File: src/rtl/wb_fifo.sv
// Dual-pipe writeback buffer: one in-order result FIFO per exec pipe.
// Heads drain onto registered writeback ports; same-address head collisions pop A first.
package wb_fifo_pkg;
  localparam int unsigned ADDR_W = 5;
  localparam int unsigned VAL_W  = 16;
  localparam int unsigned STAT_W = 2;

  typedef struct packed {
    logic [ADDR_W-1:0] addr;
    logic [VAL_W-1:0]  val;
    logic [STAT_W-1:0] status;
  } wb_entry_t;
endpackage

module wb_fifo_pipe
  import wb_fifo_pkg::*;
#(
  parameter int unsigned DEPTH = 8,
  parameter int unsigned PTR_W = 3
) (
  input  logic             clk,
  input  logic             rst_n,
  input  logic             push,
  input  wb_entry_t        push_entry,
  input  logic             pop,
  output wb_entry_t        head_c,
  output logic [PTR_W:0]   count,
  output logic             full,
  output logic             overflow,
  output logic             wb,
  output wb_entry_t        wb_entry
);
  localparam int unsigned CNT_W = PTR_W + 1;

  wb_entry_t        mem [DEPTH];
  logic [PTR_W-1:0] wr_ptr;
  logic [PTR_W-1:0] rd_ptr;
  logic             accept;

  // A pop in the same cycle frees the slot a push into a full FIFO needs.
  assign accept = push && ((count != CNT_W'(DEPTH)) || pop);
  assign full   = (count == CNT_W'(DEPTH));
  assign head_c = mem[rd_ptr];

  // Payload storage carries no reset; only control state is cleared.
  always_ff @(posedge clk) begin
    if (accept) mem[wr_ptr] <= push_entry;
  end

  always_ff @(posedge clk or negedge rst_n) begin
    if (!rst_n) begin
      wr_ptr   <= '0;
      rd_ptr   <= '0;
      count    <= '0;
      overflow <= 1'b0;
      wb       <= 1'b0;
      wb_entry <= '0;
    end else begin
      wb <= pop;
      if (pop) begin
        wb_entry <= head_c;
        rd_ptr   <= rd_ptr + PTR_W'(1);
      end
      if (accept) wr_ptr <= wr_ptr + PTR_W'(1);
      if (push && !accept) overflow <= 1'b1;
      if (accept && !pop)      count <= count + CNT_W'(1);
      else if (!accept && pop) count <= count - CNT_W'(1);
    end
  end
endmodule

module wb_fifo
  import wb_fifo_pkg::*;
#(
  parameter int unsigned DEPTH = 8,
  parameter int unsigned PTR_W = 3
) (
  input  logic             clock_i,
  input  logic             reset_i,
  input  logic             pushA_i,
  input  logic             pushB_i,
  input  logic [4:0]       pushAddrA_i,
  input  logic [4:0]       pushAddrB_i,
  input  logic [15:0]      pushValA_i,
  input  logic [15:0]      pushValB_i,
  input  logic [1:0]       pushStatusA_i,
  input  logic [1:0]       pushStatusB_i,
  input  logic             drainHold_i,
  output logic             fullA_o,
  output logic             fullB_o,
  output logic [PTR_W:0]   countA_o,
  output logic [PTR_W:0]   countB_o,
  output logic             overflowA_o,
  output logic             overflowB_o,
  output logic             wbA_o,
  output logic             wbB_o,
  output logic [4:0]       wbAddrA_o,
  output logic [4:0]       wbAddrB_o,
  output logic [15:0]      wbValA_o,
  output logic [15:0]      wbValB_o,
  output logic [1:0]       operationStatusA_o,
  output logic [1:0]       operationStatusB_o
);
  wb_entry_t push_entry_a, push_entry_b;
  wb_entry_t head_a, head_b;
  wb_entry_t wb_entry_a, wb_entry_b;
  logic      elig_a, elig_b, collide, pop_a, pop_b;

  assign push_entry_a = '{addr: pushAddrA_i, val: pushValA_i, status: pushStatusA_i};
  assign push_entry_b = '{addr: pushAddrB_i, val: pushValB_i, status: pushStatusB_i};

  // Same-address heads: A goes first so B's later write wins in the register file.
  assign elig_a  = (countA_o != '0) && !drainHold_i;
  assign elig_b  = (countB_o != '0) && !drainHold_i;
  assign collide = elig_a && elig_b && (head_a.addr == head_b.addr);
  assign pop_a   = elig_a;
  assign pop_b   = elig_b && !collide;

  wb_fifo_pipe #(.DEPTH(DEPTH), .PTR_W(PTR_W)) u_pipe_a (
    .clk        (clock_i),
    .rst_n      (reset_i),
    .push       (pushA_i),
    .push_entry (push_entry_a),
    .pop        (pop_a),
    .head_c     (head_a),
    .count      (countA_o),
    .full       (fullA_o),
    .overflow   (overflowA_o),
    .wb         (wbA_o),
    .wb_entry   (wb_entry_a)
  );

  wb_fifo_pipe #(.DEPTH(DEPTH), .PTR_W(PTR_W)) u_pipe_b (
    .clk        (clock_i),
    .rst_n      (reset_i),
    .push       (pushB_i),
    .push_entry (push_entry_b),
    .pop        (pop_b),
    .head_c     (head_b),
    .count      (countB_o),
    .full       (fullB_o),
    .overflow   (overflowB_o),
    .wb         (wbB_o),
    .wb_entry   (wb_entry_b)
  );

  assign wbAddrA_o          = wb_entry_a.addr;
  assign wbValA_o           = wb_entry_a.val;
  assign operationStatusA_o = wb_entry_a.status;
  assign wbAddrB_o          = wb_entry_b.addr;
  assign wbValB_o           = wb_entry_b.val;
  assign operationStatusB_o = wb_entry_b.status;
endmodule

File: config.mk
export PLATFORM = sky130hd
export DESIGN_NAME = wb_fifo
export DESIGN_NICKNAME = d
export VERILOG_FILES = /design/src/rtl/wb_fifo.sv
export SDC_FILE = /design/constraint.sdc
export NUM_CORES = 1
export LEC_CHECK = 0
export ABC_CLOCK_PERIOD_IN_PS = 6610
export CAP_MARGIN = 30
export CELL_PAD_IN_SITES_DETAIL_PLACEMENT = 0
export CELL_PAD_IN_SITES_GLOBAL_PLACEMENT = 2
export CORE_UTILIZATION = 45
export CTS_BUF_LIST = sky130_fd_sc_hd__clkbuf_8
export CTS_CLUSTER_SIZE = 10
export DETAILED_ROUTE_END_ITERATION = 7
export PLACE_DENSITY = 0.75
export SYNTH_ARGS = -nofsm -noshare
export SYNTH_HDL_FRONTEND = slang
export SYNTH_SLANG_ARGS = --single-unit
File: constraint.sdc
create_clock -name clock_i -period 6.61 [get_ports clock_i]
set_clock_uncertainty 0.05 [all_clocks]
set_input_delay 1.322 -clock clock_i [delete_from_list [all_inputs] [get_ports clock_i]]
set_output_delay 1.322 -clock clock_i [all_outputs]
set_load 0.02 [all_outputs]
==> impl_results.md <==
* Met1 GRT Util at 0.238
* Total CTS buffers at 71
* Commonest non-fill, non-tap cells in the layout: edfxtp_1, clkdlybuf4s50_1, mux4_2
* Peak VDD IR at 227 uV
* Pre-antenna DRT Iters at 4
* Die area at 0.0381 mm^2
* GRT Overall Usage at 0.183
* WL/cell at 22.5 um
* Crit end category: flip-flop
* Layout area overhead at 18.2%
* Post-CTS setup buffer count at 0
* Critical path's slowest cell: dfrtp_1
* Setup violations, final at 0
* Global route overflow at 0
* # rows at 70
* Commonest non-fill, non-tap cell in the layout: edfxtp_1
* H-tree levels at 3
* Gr busiest metal: met2
* Post-DRT Antenna Nets at 0
* Setup WS post-layout at 2.39 ns
* Fmax at 237 MHz
* Max-slew violations at 0
* Startpoint Class: flip-flop
* First-pass GRT wire length at 51.6 mm
* Post-Route Utilization at 0.541
* Worst Hold Slack at 0.423 ns
* Pre-CTS setup slack at 2.31 ns
* Layout net count at 1014
* Syn Area/Cell at 21.3 um^2
* P per Cell Area at 446 mW/mm^2
* Routed wire length at 33.1 mm
* Post-synthesis sequential area ratio at 0.762
* Tcrit/Tclk final at 0.639
* Setup_tns at 0 ns
* Final GP Congestion at 0.698
* Post-Syn Instances at 788
* WP data required at 7.04 ns
* Worst path max stage delay at 0.91 ns
* Post-DP HPWL at 18.9 mm
* Input/output buffers at 110
* Hold_buf cts at 0
* RSZ-0062 raised after global routing: false
* Vias in the first global route at 8632
* Outcome: finished, final reports clean
* EDFF count, synth at 368
* Period minus WS final at 4.22 ns
* CTS Sinks at 438
* DRC at 0
* Syn Nets at 851
* Crit path cell chain: buf_4 -> mux4_2 -> mux2i_1 -> xnor2_1 -> nand3_2 -> o31ai_2 -> buf_4 -> inv_2 -> ha_1 -> inv_1 -> ha_1 -> a21o_1 -> a21oi_1 -> xnor2_1 -> nor2_1 -> xnor2_1
* Grt met2 use at 0.304
* Fin. Hold Viols at 0
* Die Y at 195 um
* Max cap viols at 0
* Initial Util at 0.458
* Relative slew slack at 0.367
* Async SR Flop Fraction at 0.160
* CTS tree: done
* Reg clk slew, reported paths at 0.06 ns
* YS warnings at 0
* Post-CTS sizing at 0
* Cell variety after synth at 37
* Worst skew pair latency at 0.60 ns
* Max FO, Critical Path at 16
* Leakage at 6.76 nW
* Via-to-Cell Ratio at 5.33
* Die Span X at 195 um
* GRT met3 Usage at 0.0430
* Drt initial violations at 308
* Clock root cell: clkbuf_8
* Longest Clk Path Bufs at 3
* Crit-path most repeated cell: xnor2_1
* Slew at the pin closest to its max-slew limit at 0.948 ns
* Core Area at 0.0367 mm^2
* Hold Crit Class: reg -> reg
* Synth Register Bits at 438
* Antenna violations before repair at 0
* Layout cells sized above 1 at 0.250
* Setup Crit Path Kind: reg -> reg
* Mapped Area at 0.0168 mm^2
* CP arrival at 4.65 ns
* Synth Flop Type: edfxtp_1
* Total number of vias at 7867
* Top Ports at 111
* Largest net degree at the start of global routing at 52
[cells by family (layout without fill, tap and decap cells)]
group,Yosys count,in the layout,share of synthesized area
AO/OA/AOI/OAI,38,38,0.0129
XOR/XNOR,21,21,0.0109
adder cells (fa/ha/maj),12,12,0.00983
buffers and inverters,50,267,0.0152
flip-flops,438,438,0.762
multiplexers,167,167,0.171
other,0,2,0
AND/OR/NAND/NOR,62,62,0.0180
[power by group]
part | total (mW) | internal, mW | switching [mW]
sequential | 4.01 | 3.58 | 0.432
combinational | 2.70 | 1.39 | 1.31
clock | 2.16 | 1.11 | 1.05
total | 8.87 | 6.08 | 2.79
[cell type report]
type	instances	area, um^2
Antenna cell	2	5.00
Timing Repair Buffer	128	1230
Clock buffer	76	1050
Tap cell	468	586
Fill cell	2879	16800
Clock inverter	51	259
Multi-Input combinational cell	300	3870
Sequential cell	438	12800
Inverter	12	45.0
[worst paths after layout]
check | end | depth (start not counted) | startpoint | slack, ns
worst max-delay path | u_pipe_b.count[3] | 16 | u_pipe_a.rd_ptr[2] | 2.39
worst min-delay path | u_pipe_a.overflow | 1 | u_pipe_a.overflow | 0.42
worst max register to register | u_pipe_b.count[3] | 16 | u_pipe_a.rd_ptr[2] | 2.39
worst min register to register | u_pipe_a.overflow | 1 | u_pipe_a.overflow | 0.42
max in group asynchronous | u_pipe_b.rd_ptr[1] | 2 | reset_i | 4.81
min in group asynchronous | u_pipe_b.wb_entry[14] | 1 | reset_i | 0.67
[sequential cells by signal, indices dropped and copies added, names as in the netlist, 3 cells and up]
name,cells
u_pipe_a.count,4
u_pipe_a.mem,184
u_pipe_a.rd_ptr,3
u_pipe_a.wb_entry,23
u_pipe_a.wr_ptr,3
u_pipe_b.count,4
u_pipe_b.mem,184
u_pipe_b.rd_ptr,3
u_pipe_b.wb_entry,23
u_pipe_b.wr_ptr,3
[cell usage after synthesis, types with 3 or more instances]
master | n | share of area
a21oi_1 | 26 | 0.0077
buf_1 | 7 | 0.0016
buf_2 | 12 | 0.0036
buf_6 | 7 | 0.0047
clkbuf_1 | 12 | 0.0027
dfrtp_1 | 70 | 0.10
edfxtp_1 | 368 | 0.66
ha_1 | 10 | 0.0074
inv_1 | 8 | 0.0018
inv_2 | 4 | 0.00089
mux2_1 | 22 | 0.015
mux2_2 | 20 | 0.013
mux2i_1 | 33 | 0.020
mux4_2 | 92 | 0.12
nand2_1 | 9 | 0.0020
nand2b_1 | 3 | 0.0011
nor2_1 | 34 | 0.0076
nor3_1 | 4 | 0.0012
nor4b_1 | 3 | 0.0016
xnor2_1 | 17 | 0.0089
xor2_1 | 4 | 0.0021
[layer usage]
layer	wire length, um	part of all wire
met5	0	0
met4	519	0.016
met2	16700	0.51
met3	1610	0.048
met1	14300	0.43
[worst max-delay path: cells and delay by family, from the launching register on]
family / cells / cell delay [ns]
DFF: 1 / 0.91
buffers and inverters: 4 / 0.84
adders and majority gates: 2 / 0.43
and+or+nand+nor: 2 / 0.21
AOI/OAI and AO/OA: 3 / 0.59
muxes: 2 / 0.60
xor gates and xnor gates: 3 / 0.44
[through the flow]
step / power [mW] / instances / instance area, um^2
2_1_floorplan: 5.82 / 788 / 16800
3_3_place_gp: 6.81 / 1346 / 18500
3_5_place_dp: 6.85 / 1346 / 18500
4_1_cts: 9.03 / 1473 / 19900
5_1_grt: 9.36 / 1473 / 19900
6_report: 8.87 / 1475 / 19900
No activity file was read; power rests on OpenSTA's default activity.
